## src/rtl/dmem_arbiter.sv

```systemverilog
// Two-port arbiter/sequencer for the single-port data memory with bounded locked bursts.
// Build option DMEM_ARB_ROUND_ROBIN_EN: round-robin tie-break; otherwise port 0 wins every tie.

module dmem_arb_rport #(
  parameter int DATA_WIDTH = 32
) (
  input  logic                  clk,
  input  logic                  rst,
  input  logic                  cap_i,
  input  logic [DATA_WIDTH-1:0] mem_rd_i,
  output logic                  rvalid_o,
  output logic [DATA_WIDTH-1:0] rdata_o
);
  logic                  rvalid_q;
  logic [DATA_WIDTH-1:0] rdata_q;

  always_ff @(posedge clk or posedge rst) begin
    if (rst) begin
      rvalid_q <= 1'b0;
      rdata_q  <= '0;
    end else begin
      rvalid_q <= cap_i;
      if (cap_i) rdata_q <= mem_rd_i;
    end
  end

  assign rvalid_o = rvalid_q;
  assign rdata_o  = rdata_q;
endmodule

module dmem_arbiter #(
  parameter int ADDRESS_WIDTH = 32,
  parameter int DATA_WIDTH    = 32,
  parameter int MAX_LOCK      = 8
) (
  input  logic                     clk,
  input  logic                     rst,
  input  logic                     p0_req,
  input  logic                     p1_req,
  input  logic                     p0_we,
  input  logic                     p1_we,
  input  logic                     p0_lock,
  input  logic                     p1_lock,
  input  logic [ADDRESS_WIDTH-1:0] p0_addr,
  input  logic [ADDRESS_WIDTH-1:0] p1_addr,
  input  logic [DATA_WIDTH-1:0]    p0_wdata,
  input  logic [DATA_WIDTH-1:0]    p1_wdata,
  output logic                     p0_gnt,
  output logic                     p1_gnt,
  output logic                     p0_rvalid,
  output logic                     p1_rvalid,
  output logic [DATA_WIDTH-1:0]    p0_rdata,
  output logic [DATA_WIDTH-1:0]    p1_rdata,
  output logic                     p0_stall,
  output logic                     mem_we,
  output logic [ADDRESS_WIDTH-1:0] mem_a,
  output logic [DATA_WIDTH-1:0]    mem_wd,
  input  logic [DATA_WIDTH-1:0]    mem_rd
);
  localparam int NP = 2;
  localparam int CW = $clog2(MAX_LOCK + 1);
  localparam logic [CW-1:0] CNT_MAX = CW'(MAX_LOCK);

  typedef enum logic [1:0] {IDLE = 2'd0, BUSY0 = 2'd1, BUSY1 = 2'd2} state_e;

  state_e                               state_q, state_d;
  logic [CW-1:0]                        cnt_q, cnt_d;
  logic [NP-1:0]                        req, lock, we, gnt, cap, rvalid;
  logic [NP-1:0][ADDRESS_WIDTH-1:0]     addr;
  logic [NP-1:0][DATA_WIDTH-1:0]        wdata, rdata;
  logic                                 busy, own, cont, win_vld, win, tie;
  logic [ADDRESS_WIDTH-1:0]             mem_a_q;
  logic [DATA_WIDTH-1:0]                mem_wd_q;

  assign req   = {p1_req, p0_req};
  assign lock  = {p1_lock, p0_lock};
  assign we    = {p1_we, p0_we};
  assign addr  = {p1_addr, p0_addr};
  assign wdata = {p1_wdata, p0_wdata};

  assign busy = (state_q != IDLE);
  assign own  = (state_q == BUSY1);

`ifdef DMEM_ARB_ROUND_ROBIN_EN
  logic last_q;

  // Reset value 1 makes port 0 the winner of the first tie.
  always_ff @(posedge clk or posedge rst) begin
    if (rst)          last_q <= 1'b1;
    else if (win_vld) last_q <= win;
  end

  assign tie = ~last_q;
`else
  assign tie = 1'b0;
`endif

  always_ff @(posedge clk or posedge rst) begin
    if (rst) begin
      state_q <= IDLE;
      cnt_q   <= '0;
    end else begin
      state_q <= state_d;
      cnt_q   <= cnt_d;
    end
  end

  // A locked owner keeps the memory until its burst reaches CNT_MAX; at the
  // limit a competing requester takes over, otherwise the owner carries on.
  always_comb begin
    win_vld = 1'b0;
    win     = 1'b0;
    state_d = IDLE;
    cnt_d   = '0;
    cont    = busy && req[own] && lock[own];
    if (cont && (cnt_q < CNT_MAX)) begin
      win_vld = 1'b1;
      win     = own;
    end else if (&req) begin
      win_vld = 1'b1;
      win     = cont ? ~own : tie;
    end else if (|req) begin
      win_vld = 1'b1;
      win     = req[1];
    end
    if (win_vld) begin
      state_d = win ? BUSY1 : BUSY0;
      if (cont && (win == own))
        cnt_d = (cnt_q == CNT_MAX) ? CNT_MAX : cnt_q + 1'b1;
      else
        cnt_d = CW'(1);
    end
  end

  // Address/data hold their last driven value while idle.
  always_ff @(posedge clk or posedge rst) begin
    if (rst) begin
      mem_a_q  <= '0;
      mem_wd_q <= '0;
    end else if (busy) begin
      mem_a_q  <= addr[own];
      mem_wd_q <= wdata[own];
    end
  end

  assign mem_we = busy & we[own];
  assign mem_a  = busy ? addr[own]  : mem_a_q;
  assign mem_wd = busy ? wdata[own] : mem_wd_q;

  assign gnt[0] = (state_q == BUSY0);
  assign gnt[1] = (state_q == BUSY1);

  for (genvar i = 0; i < NP; i++) begin : g_port
    assign cap[i] = gnt[i] & ~we[i];
    dmem_arb_rport #(.DATA_WIDTH(DATA_WIDTH)) u_rport (
      .clk      (clk),
      .rst      (rst),
      .cap_i    (cap[i]),
      .mem_rd_i (mem_rd),
      .rvalid_o (rvalid[i]),
      .rdata_o  (rdata[i])
    );
  end

  assign p0_gnt    = gnt[0];
  assign p1_gnt    = gnt[1];
  assign p0_rvalid = rvalid[0];
  assign p1_rvalid = rvalid[1];
  assign p0_rdata  = rdata[0];
  assign p1_rdata  = rdata[1];
  assign p0_stall  = p0_req & ~gnt[0];
endmodule
```

## config.mk

```make
export PLATFORM = sky130hd
export DESIGN_NAME = dmem_arbiter
export DESIGN_NICKNAME = d
export VERILOG_FILES = /design/src/rtl/dmem_arbiter.sv
export SDC_FILE = /design/constraint.sdc
export NUM_CORES = 1
export LEC_CHECK = 0
export ABC_AREA = 1
export ABC_CLOCK_PERIOD_IN_PS = 5800
export CORE_MARGIN = 2
export CORE_UTILIZATION = 39
export DETAILED_ROUTE_END_ITERATION = 16
export GPL_ROUTABILITY_DRIVEN = 0
export PLACE_DENSITY = 0.8
export SETUP_SLACK_MARGIN = 0.15
export SLEW_MARGIN = 25
export SYNTH_ARGS = -nofsm -noshare
export SYNTH_HDL_FRONTEND = slang
export SYNTH_SLANG_ARGS = --single-unit
```

## constraint.sdc

```tcl
create_clock -name clk -period 5.8 [get_ports clk]
set_input_delay 0.87 -clock clk [delete_from_list [all_inputs] [get_ports clk]]
set_output_delay 0.87 -clock clk [all_outputs]
set_load 0.1 [all_outputs]
```

==> results.py <==
metrics = {
    "cells_and_area": {
        "final_cells": 1125,
        "n_fill_cell": 1102,
        "antenna_cells": 0,
        "nets": 1102,
        "fin_area_um2": 9341,
        "area_growth_pct": 65.47,
        "final-seq-area_um2": 3405,
        "drive_gt1_share_pct": 7.302,
        "multi_input_area_um2": 1896,
    },
    "global_routing": {
        "grt_use_total_pct": 23.22,
        "grt_overflow": 0,
        "grt_max_degree": 67,
        "antenna_found_initial": 0,
        "grt_pass1_wl_um": 28480,
        "grt_pass1_vias": 5532,
    },
    "hold_path": {
        "hold_depth": 2,
        "holdPathEnd": "g_port[0].u_rport.rdata_o[17]",
        "min_path_type": "reg -> reg",
        "hp-start": "g_port[0].u_rport.rdata_o[17]",
    },
    "drt": {
        "vias_per_cell": 4.768,
        "ant_nets": 0,
        "drtIter0Drc": 349,
        "avgRoutedWirePerCell_um": 15.66,
        "vias": 5364,
        "drc": 0,
        "dr.pass1.iters": 4,
        "drt_wl_total_um": 17620,
    },
    "timing": {
        "layout_min_cycle_time_ns": 4.268,
        "tightest_slew_ns": 1.044,
        "max_freq_ghz": 0.2343,
        "drv_slew": 0,
        "grt_setup_unrepaired": "false",
        "setup_viol": 0,
        "fin_setup_tns_ns": 0,
        "skew_ns": 0.008463,
        "finalHoldViolations": 0,
        "relSlewSlack_pct": 30.20,
        "fin_crit_sh_pct": 73.59,
    },
    "clock_tree": {
        "cts-root-buf": "clkbuf_16",
        "clkTransAtPathRegs_ns": 0.06,
        "clockBufferDepth": 2,
        "cts_tree": "built",
        "ctsHoldBuffers": 0,
        "htreeDepth": 4,
        "cts_resized": 0,
        "cts.sinks": 136,
        "cts_inserted_buffers": 17,
        "clk_latency_ns": 0.41,
        "post_cts_buffers": 0,
    },
    "die": {
        "ios": 302,
        "fp.dieW_um": 124.3,
        "start_util_pct": 40.36,
        "rows": 43,
        "die_h_um": 124.3,
        "die_area_um2": 15450,
        "core_um2": 13990,
    },
    "logic_synthesis": {
        "ys_seq_elements": 136,
        "synth_area_um2": 5645,
        "ys_warn_count": 0,
        "syn_avg_cell_area_um2": 8.849,
        "yosysUniqueCellTypes": 21,
        "synthCells": 638,
        "syn_nets": 808,
        "ys_seq_area_share_pct": 60.28,
    },
    "placed_design": {
        "place_inst": 1093,
        "hpwl_um": 12810,
        "placed_cell_area_um2": 8762,
        "port-buffer-count": 301,
    },
    "power_and_ir_drop": {
        "intPower_mw": 2.340,
        "p_per_area_nw_per_um2": 506.6,
        "pwr-share-seq_pct": 26.2,
        "comb_power_share_pct": 51.8,
        "net-switching-power_mw": 2.393,
        "clock_power_share_pct": 22.0,
        "ir_worst_vdd_uv": 256.5,
        "leakagePower_nw": 4.320,
        "swShare_pct": 50.55,
    },
    "critical_path": {
        "cpPeakStageDelay_ns": 1.17,
        "worstPathRequired_ns": 4.93,
        "reg2reg_to": "g_port[1].u_rport.rdata_o[16]",
        "crit_chain": "inv_2 -> nand2_4 -> inv_2 -> buf_4 -> nand2_1 -> nand3_1 -> clkdlybuf4s50_1",
        "path_common_cell": "inv_2",
        "worstSetupPathType": "reg -> out",
        "end_kind": "primary output",
        "reg2reg_from": "state_q[0]",
        "critPathMaxFanout": 48,
        "startpoint_type": "flop",
        "slowest_stage": "clkdlybuf4s50_1",
        "crit_arrival_ns": 3.40,
        "timing.reg2reg.setup_slack_ns": 3.84,
        "r2r_cells": 5,
    },
    "run": {
        "drv_cap": 0,
    },
    "outcome": {
        "status": "complete, no violations",
    },
}
## cell type report
type	count	share of cell area, %
clock buffers	22	5.183
flip-flops and latches	136	36.45
repair buffers	308	32.82
multi-input cells	424	20.29
well taps	180	2.411
clock inverters	10	1.005
inverters	45	1.848
## cells in the final DEF (no fill, tap or decap), types with 2 or more instances in the layout
| cell type | instances |
|---|---|
| buf_4 | 7 |
| clkbuf_16 | 17 |
| clkbuf_8 | 4 |
| clkdlybuf4s50_1 | 301 |
| clkinv_2 | 5 |
| clkinv_4 | 4 |
| dfrtp_1 | 135 |
| ha_1 | 2 |
| inv_1 | 41 |
| inv_2 | 2 |
| nand2_1 | 271 |
| nand3_1 | 70 |
| nand3b_1 | 2 |
| nor2_1 | 4 |
| nor2_2 | 2 |
| o21ai_0 | 5 |
| o21ai_1 | 41 |
| o21ai_2 | 20 |
## power by group through the flow
stage	Clock, mW	Sequential, mW	Combinational, mW
after global routing	1.11	1.27	2.53
final	1.04	1.24	2.45
after global placement	0	1.25	2.44
after CTS	1.06	1.24	2.46
after detailed placement	0	1.25	2.45
after floorplan	0	2.17	0.909
## logic make-up (layout without fill, tap and decap cells)
logic type	after synthesis	count (layout)	share of synthesized area (%)
AO/OA/AOI/OAI	68	68	7.380
XOR/XNOR	1	1	0.1552
adder cells (fa/ha/maj)	2	2	0.4432
buffers and inverters	78	385	6.272
flip-flops	136	136	60.28
AND/OR/NAND/NOR	353	353	25.47
## synth_stat cells (all sizes together)
master / n / area [um2]
clkbuf: 9 / 33.78
a21oi: 1 / 5.000
nor2: 7 / 33.78
dfrtp: 136 / 3403
nand3: 70 / 350.3
nand2: 273 / 1032
inv: 45 / 168.9
a31oi: 1 / 6.260
ha: 2 / 25.02
nand3b: 2 / 15.01
buf: 24 / 151.4
xor2: 1 / 8.760
or2: 1 / 6.260
o21ai: 66 / 405.4
## routing by layer
| metal | vias to the layer above | global-route usage [%] | share of wire (%) |
|---|---|---|---|
| met1 | 2521 | 28.46 | 41 |
| met2 | 207 | 38.83 | 49 |
| met5 | - | 0 | 0 |
| met4 | 0 | 8.724 | 2.9 |
| li1 | 2603 | - | - |
| met3 | 33 | 6.873 | 7.0 |
## state kept, by name (all words and copies together) (netlist names)
name,count
g_port.u_rport.rdata_o,64
mem_a_q,32
mem_wd_q,32
cnt_q,4
g_port.u_rport.rvalid_o,2
state_q,2
## worst max-delay path: cells and delay by family, from the launching register on
kind          cells  cell delay, ns
buf+inv           4            2.28
flops             1            0.43
simple gates      3            0.25
## worst max path at each step
stage / from / to / slack, ns / cells after the start
floorplan: rst / cnt_q[0] / 1.29 / 1
finish: state_q[0] / mem_a[3] / 1.53 / 7
global route: state_q[0] / mem_a[3] / 1.29 / 7
global placement: state_q[0] / mem_a[14] / 1.96 / 7
detailed placement: state_q[0] / mem_a[5] / 1.93 / 7
CTS: state_q[0] / mem_a[5] / 1.49 / 7
## through the flow
stage                     hold slack [ns]  setup WS, ns  power, mW  util (%)
after floorplan                    0.5356         1.291      3.080         -
after global placement             0.4638         1.959      3.687     62.64
after global routing               0.5035         1.287      4.904     66.78
after CTS                          0.4806         1.486      4.765     66.77
final                              0.4787         1.532      4.733     66.78
after detailed placement           0.4664         1.930      3.709     62.64
Power figures use the tool's default switching activity.
